===== config.mk =====
export PLATFORM = sky130hd
export DESIGN_NAME = pipeline_trace_buffer
export DESIGN_NICKNAME = d
export VERILOG_FILES = /design/src/rtl/pipeline_trace_buffer.sv
export SDC_FILE = /design/constraint.sdc
export NUM_CORES = 2
export LEC_CHECK = 0
export BUFFER_PORTS_ARGS = -buffer_cell sky130_fd_sc_hd__buf_2
export CORE_MARGIN = 2
export CORE_UTILIZATION = 64
export CTS_CLUSTER_SIZE = 25
export DETAILED_ROUTE_END_ITERATION = 7
export PLACE_DENSITY = 0.81
export SLEW_MARGIN = 5
export SYNTH_ARGS = -nofsm -noshare
export SYNTH_HDL_FRONTEND = slang
export SYNTH_SLANG_ARGS = --single-unit

===== constraint.sdc =====
create_clock -name clk -period 35.6 [get_ports clk]
set_input_delay 7.12 -clock clk [delete_from_list [all_inputs] [get_ports clk]]
set_output_delay 7.12 -clock clk [all_outputs]
set_load 0.01 [all_outputs]

===== src/rtl/pipeline_trace_buffer.sv =====
// Multi-channel pipeline trace capture: circular sample buffer with arm/trigger
// control, a post-trigger window and a registered random-access readback port.
module pipeline_trace_buffer #(
    parameter int unsigned DATA_W    = 32,
    parameter int unsigned CHANNELS  = 8,
    parameter int unsigned DEPTH     = 16,
    parameter int unsigned POST_TRIG = 8,
    parameter int unsigned ADDR_W    = $clog2(DEPTH),
    parameter int unsigned CH_W      = (CHANNELS > 1) ? $clog2(CHANNELS) : 1
) (
    input  logic                         clk,
    input  logic                         rst,
    input  logic                         arm,
    input  logic                         trig,
    input  logic                         cap_en,
    input  logic [CHANNELS*DATA_W-1:0]   ch_data,
    input  logic                         rd_en,
    input  logic [ADDR_W-1:0]            rd_idx,
    input  logic [CH_W-1:0]              rd_ch,
    output logic [DATA_W-1:0]            rd_data,
    output logic                         rd_valid,
    output logic [1:0]                   state,
    output logic                         done,
    output logic [ADDR_W:0]              fill_cnt,
    output logic [ADDR_W-1:0]            trig_idx
);

    localparam int unsigned CNT_W = ADDR_W + 1;
    localparam int unsigned ROW_W = CHANNELS * DATA_W;

    typedef enum logic [1:0] {
        S_IDLE  = 2'd0,
        S_ARMED = 2'd1,
        S_POST  = 2'd2,
        S_DONE  = 2'd3
    } state_e;

    state_e              state_q, state_d;
    logic [ADDR_W-1:0]   wr_ptr_q, wr_ptr_d;
    logic [CNT_W-1:0]    fill_cnt_q, fill_cnt_d;
    logic [ADDR_W-1:0]   post_cnt_q, post_cnt_d;
    logic [ADDR_W-1:0]   trig_idx_q, trig_idx_d;
    logic [DATA_W-1:0]   rd_data_q, rd_data_d;
    logic                rd_valid_q, rd_valid_d;
    logic                done_q, done_d;
    logic                wr_en;
    logic [ADDR_W-1:0]   oldest;
    logic [ADDR_W-1:0]   rd_addr;
    logic [ROW_W-1:0]    rd_row;
    logic [DATA_W-1:0]   rd_word;

    logic [ROW_W-1:0]    mem_q [DEPTH];

    // State register
    always_ff @(posedge clk) begin
        if (rst) begin
            state_q <= S_IDLE;
        end else begin
            state_q <= state_d;
        end
    end

    // Next-state logic; arm always wins over trig and cap_en
    always_comb begin
        state_d = state_q;
        case (state_q)
            S_IDLE: begin
                if (arm) state_d = S_ARMED;
            end
            S_ARMED: begin
                if (arm) begin
                    state_d = S_ARMED;
                end else if (cap_en && trig) begin
                    state_d = (POST_TRIG == 0) ? S_DONE : S_POST;
                end
            end
            S_POST: begin
                if (arm) begin
                    state_d = S_ARMED;
                end else if (cap_en && (post_cnt_q == ADDR_W'(1))) begin
                    state_d = S_DONE;
                end
            end
            S_DONE: begin
                if (arm) state_d = S_ARMED;
            end
            default: state_d = S_IDLE;
        endcase
    end

    // Capture datapath and readback
    always_comb begin
        wr_en      = !arm && cap_en && ((state_q == S_ARMED) || (state_q == S_POST));
        wr_ptr_d   = wr_ptr_q;
        fill_cnt_d = fill_cnt_q;
        post_cnt_d = post_cnt_q;
        trig_idx_d = trig_idx_q;
        done_d     = (state_d == S_DONE);

        if (arm) begin
            wr_ptr_d   = '0;
            fill_cnt_d = '0;
        end else if (wr_en) begin
            wr_ptr_d = wr_ptr_q + ADDR_W'(1);
            if (fill_cnt_q != CNT_W'(DEPTH)) begin
                fill_cnt_d = fill_cnt_q + CNT_W'(1);
            end
            if (state_q == S_ARMED && trig) begin
                post_cnt_d = ADDR_W'(POST_TRIG);
            end else if (state_q == S_POST) begin
                post_cnt_d = post_cnt_q - ADDR_W'(1);
            end
        end

        if ((state_d == S_DONE) && (state_q != S_DONE)) begin
            trig_idx_d = ADDR_W'(fill_cnt_d - CNT_W'(1) - CNT_W'(POST_TRIG));
        end

        // Logical index 0 maps to slot 0 until the buffer wraps, then to wr_ptr
        oldest  = (fill_cnt_q == CNT_W'(DEPTH)) ? wr_ptr_q : '0;
        rd_addr = oldest + rd_idx;
        rd_row  = mem_q[rd_addr];
        rd_word = '0;
        for (int c = 0; c < int'(CHANNELS); c++) begin
            if (CH_W'(c) == rd_ch) rd_word = rd_row[c*DATA_W +: DATA_W];
        end

        rd_data_d  = rd_data_q;
        rd_valid_d = 1'b0;
        if (rd_en) begin
            rd_valid_d = 1'b1;
            rd_data_d  = (CNT_W'(rd_idx) >= fill_cnt_q) ? '0 : rd_word;
        end
    end

    always_ff @(posedge clk) begin
        if (rst) begin
            wr_ptr_q   <= '0;
            fill_cnt_q <= '0;
            post_cnt_q <= '0;
            trig_idx_q <= '0;
            rd_data_q  <= '0;
            rd_valid_q <= 1'b0;
            done_q     <= 1'b0;
        end else begin
            wr_ptr_q   <= wr_ptr_d;
            fill_cnt_q <= fill_cnt_d;
            post_cnt_q <= post_cnt_d;
            trig_idx_q <= trig_idx_d;
            rd_data_q  <= rd_data_d;
            rd_valid_q <= rd_valid_d;
            done_q     <= done_d;
        end
    end

    // Sample storage is deliberately not reset
    always_ff @(posedge clk) begin
        if (wr_en) begin
            mem_q[wr_ptr_q] <= ch_data;
        end
    end

    assign rd_data  = rd_data_q;
    assign rd_valid = rd_valid_q;
    assign state    = state_q;
    assign done     = done_q;
    assign fill_cnt = fill_cnt_q;
    assign trig_idx = trig_idx_q;

endmodule


==> results.cfg <==
[logic_synthesis]
syn-cell-area_um2 = 159000
async_reset_ff_share_pct = 0
synth-xor-area-share_pct = 0.0495
synthSimpleGateAreaFrac_pct = 3.70
synth_top_area_cell = edfxtp_1
yosys-top-cells-count = edfxtp_1, mux4_2, nand2_1
ys_seq_area_share_pct = 77.8
synth_edf_count = 4096
synth-compound-area-share_pct = 1.80
avgSynthCellArea_um2 = 21.2
yosys_warnings = 0
synth_flop_cell = edfxtp_1
synthTopCellsByArea = edfxtp_1, mux4_2, nand2_1
synthAdderAreaFrac_pct = 0.170
ys_types = 66
synth_top_area_share_pct = 77.2
synth_top_family_by_area = multiplexers
muxShareOfSynthArea_pct = 15.2
ys_ff_latch = 4149
syn_nets = 7823
syn_inst = 7533
synth_most_common_cell = edfxtp_1

[power_and_ir_drop]
leakage_nw = 57.0
share_seq_of_total_power_pct = 53.5
ir_worst_vdd_mv = 0.0657
cell_internal_pwr_mw = 7.91
p_sw_mw = 2.15
power-per-cell-area_nw_per_um2 = 56.5
sw_frac_of_total_pct = 21.3
combinationalPowerShare_pct = 4.8
power.total_mw = 10.1
clkPwrFrac_pct = 41.8

[clock_network]
numCtsBuffers = 405
post_cts_buffers = 0
clk_latency_ns = 1.01
cts_tree = done
post_cts_resize_count = 0
clockRootBuffer = clkbuf_16
cts_buffer_depth = 4
holdBufCountCts = 0
clock-sinks = 4149
clk_pin_slew_ns = 0.06
h-tree-depth = 5

[route]
route.met2.wl_mm = 218
drtIter0Drc = 15300
vias_per_cell = 7.31
ant_nets = 0
wl_per_cell_um = 39.4
vias = 85700
top_layer_used = met5
drc = 0
drt-pass1-iter-count = 8
wl_met3_mm = 69.9
met1_length_mm = 139
totalWireLength_mm = 462

[placement]
place_congestion = 0.834
hpwlAfterDp_mm = 228
port_buffers = 313
placedCellCount = 10900

[critical_path]
cp-start-kind = input port
slowest_stage = fa_4
required_ns = 36.42
slowest_delay_ns = 1.41
crit_type = input port to flip-flop
regToRegEndpoint = rd_data[12]
cp.arrival_ns = 14.62
path_cells = buf_2 -> ha_4 -> fa_4 -> buf_12 -> buf_4 -> buf_4 -> buf_4 -> buf_4 -> mux4_2 -> and2_1 -> a221oi_1 -> a31oi_1 -> o2bb2ai_1 -> a221o_1 -> a21oi_1 -> o21ai_0
cp_top_family = buffers and inverters
r2r_cells = 19
critPathMaxFanout = 118
r2r_start = fill_cnt[0]
endpoint_kind = flip-flop
path_buf_inv = 6
ff2ff_setup_slack_ns = 27.03
critPathMostFrequentCell = buf_4

[timing]
worstMarginPinSlew_ns = 1.62
fin_skew_ns = 0.0801
fmax_ghz = 0.0724
slew_violations = 3
setup_viol = 0
timing.final.crit_share_pct = 38.8
slew_headroom_pct = -8.70
min_period_ns = 13.80
tns_ns = 0
rsz0062_at_grt = no
hold_ws_ns = 0.479
timing_hold_violations_final = 0

[global_route]
grt_pass1_vias = 88000
grt_max_degree = 128
grt_usage_pct = 36.9
grt_pass1_wl_mm = 651
grt_overflow = 0
antenna_found_initial = 145

[floorplan]
initial_core_util_pct = 64.2
rows = 183
fp.dieArea_um2 = 253000
die_width_um = 503
die_y_um = 503
core-area_um2 = 248000
io_pins = 314

[cells_and_area]
fill_cells = 13000
stdcell_count = 11700
drive_gt1_share_pct = 25.9
num-nets-final = 8289
postLayoutCoreUtil_pct = 71.7
area_delta_synth_final_pct = 11.7

[min_path]
hold_start = post_cnt_q[3]
worstHoldPathType = flip-flop to flip-flop
timing.hold.worst_path_depth = 1
min_to = post_cnt_q[3]

[status]
violations = max-capacitance violations, max-slew violations
status = finished, violations left

[run]
maxCapViolations = 1
## power groups by stage
stage | clock, mW | combinational [mW] | sequential, mW
floorplan | 0 | 0.261 | 5.49
global placement | 0 | 0.437 | 5.48
detailed placement | 0 | 0.453 | 5.48
CTS | 4.20 | 0.469 | 5.38
global route | 4.35 | 0.499 | 5.38
finish | 4.20 | 0.480 | 5.38
## cell type report
cell class / count / area, um^2 / area share (%)
clock buffers: 517 / 10800 / 6.06
inverters: 14 / 52.6 / 0.0295
flip-flops and latches: 4149 / 124000 / 69.7
repair buffers: 498 / 3220 / 1.81
well taps: 3330 / 4170 / 2.34
diodes: 84 / 210 / 0.118
clock inverters: 201 / 1860 / 1.04
multi-input cells: 2931 / 33600 / 18.9
## worst max-delay path by stage
stage | cells past startpoint | from | slack [ns] | to
global placement | 15 | rd_idx[0] | 21.16 | rd_data[29]
floorplan | 4 | cap_en | 9.12 | mem_q[0][0]
detailed placement | 15 | rd_idx[0] | 21.10 | rd_data[1]
global route | 16 | rd_idx[0] | 21.80 | rd_data[12]
finish | 16 | rd_idx[0] | 21.80 | rd_data[12]
CTS | 16 | rd_idx[0] | 22.01 | rd_data[12]
## cell families after synthesis
kind of cell,Yosys count
adders and majority gates,21
muxes,1110
AOI/OAI and AO/OA,424
buffers and inverters,453
and+or+nand+nor,1367
xor gates and xnor gates,9
DFF,4149
## state kept, by name, summed over array words and instances, names as in the netlist
signal and count:
mem_q 4096, rd_data 32, fill_cnt 5, post_cnt_q 4, trig_idx 4, wr_ptr_q 4
state 2, done 1, rd_valid 1
## layout by cell type (no fill, tap or decap), types with 11 or more instances in the layout
| master | netlist | routed |
|---|---|---|
| a21o_1 | 13 | 12 |
| bufinv_16 | 0 | 33 |
| ha_1 | 20 | 19 |
| edfxtp_1 | 4096 | 4096 |
| o221ai_1 | 20 | 18 |
| nor2_4 | 0 | 15 |
| clkinv_2 | 0 | 72 |
| nand4_1 | 31 | 31 |
| o21ai_0 | 101 | 101 |
| buf_4 | 15 | 164 |
| and2_1 | 22 | 22 |
| a311oi_1 | 21 | 14 |
| nor2_1 | 54 | 38 |
| clkinvlp_4 | 0 | 11 |
| nand2_1 | 905 | 904 |
| dfxtp_1 | 53 | 53 |
| clkbuf_8 | 0 | 12 |
| and3_1 | 73 | 73 |
| clkbuf_16 | 0 | 411 |
| a22oi_1 | 11 | 11 |
| clkinv_1 | 0 | 72 |
| buf_12 | 1 | 18 |
| a31oi_1 | 61 | 56 |
| clkbuf_1 | 233 | 95 |
| diode_2 | 0 | 84 |
| a221oi_1 | 26 | 24 |
| a211o_1 | 11 | 11 |
| inv_1 | 13 | 13 |
| a21oi_1 | 78 | 76 |
| nand3_1 | 236 | 236 |
| nor3_1 | 21 | 17 |
| mux4_2 | 1046 | 1046 |
| mux2i_1 | 63 | 63 |
| o211ai_1 | 11 | 11 |
| buf_2 | 139 | 311 |
## metal layers
| metal | up-vias | track usage (%) |
|---|---|---|
| li1 | 32100 | - |
| met1 | 43500 | 46.6 |
| met2 | 8385 | 56.4 |
| met3 | 1663 | 11.4 |
| met4 | 90 | 23.8 |
| met5 | - | 0 |
## through the flow
stage	instance area, um^2	setup slack [ns]
final	178000	21.80
after global placement	165000	21.16
after global routing	178000	21.80
after floorplan	159000	9.12
after detailed placement	165000	21.10
after CTS	178000	22.01
Power figures use the tool's default switching activity.
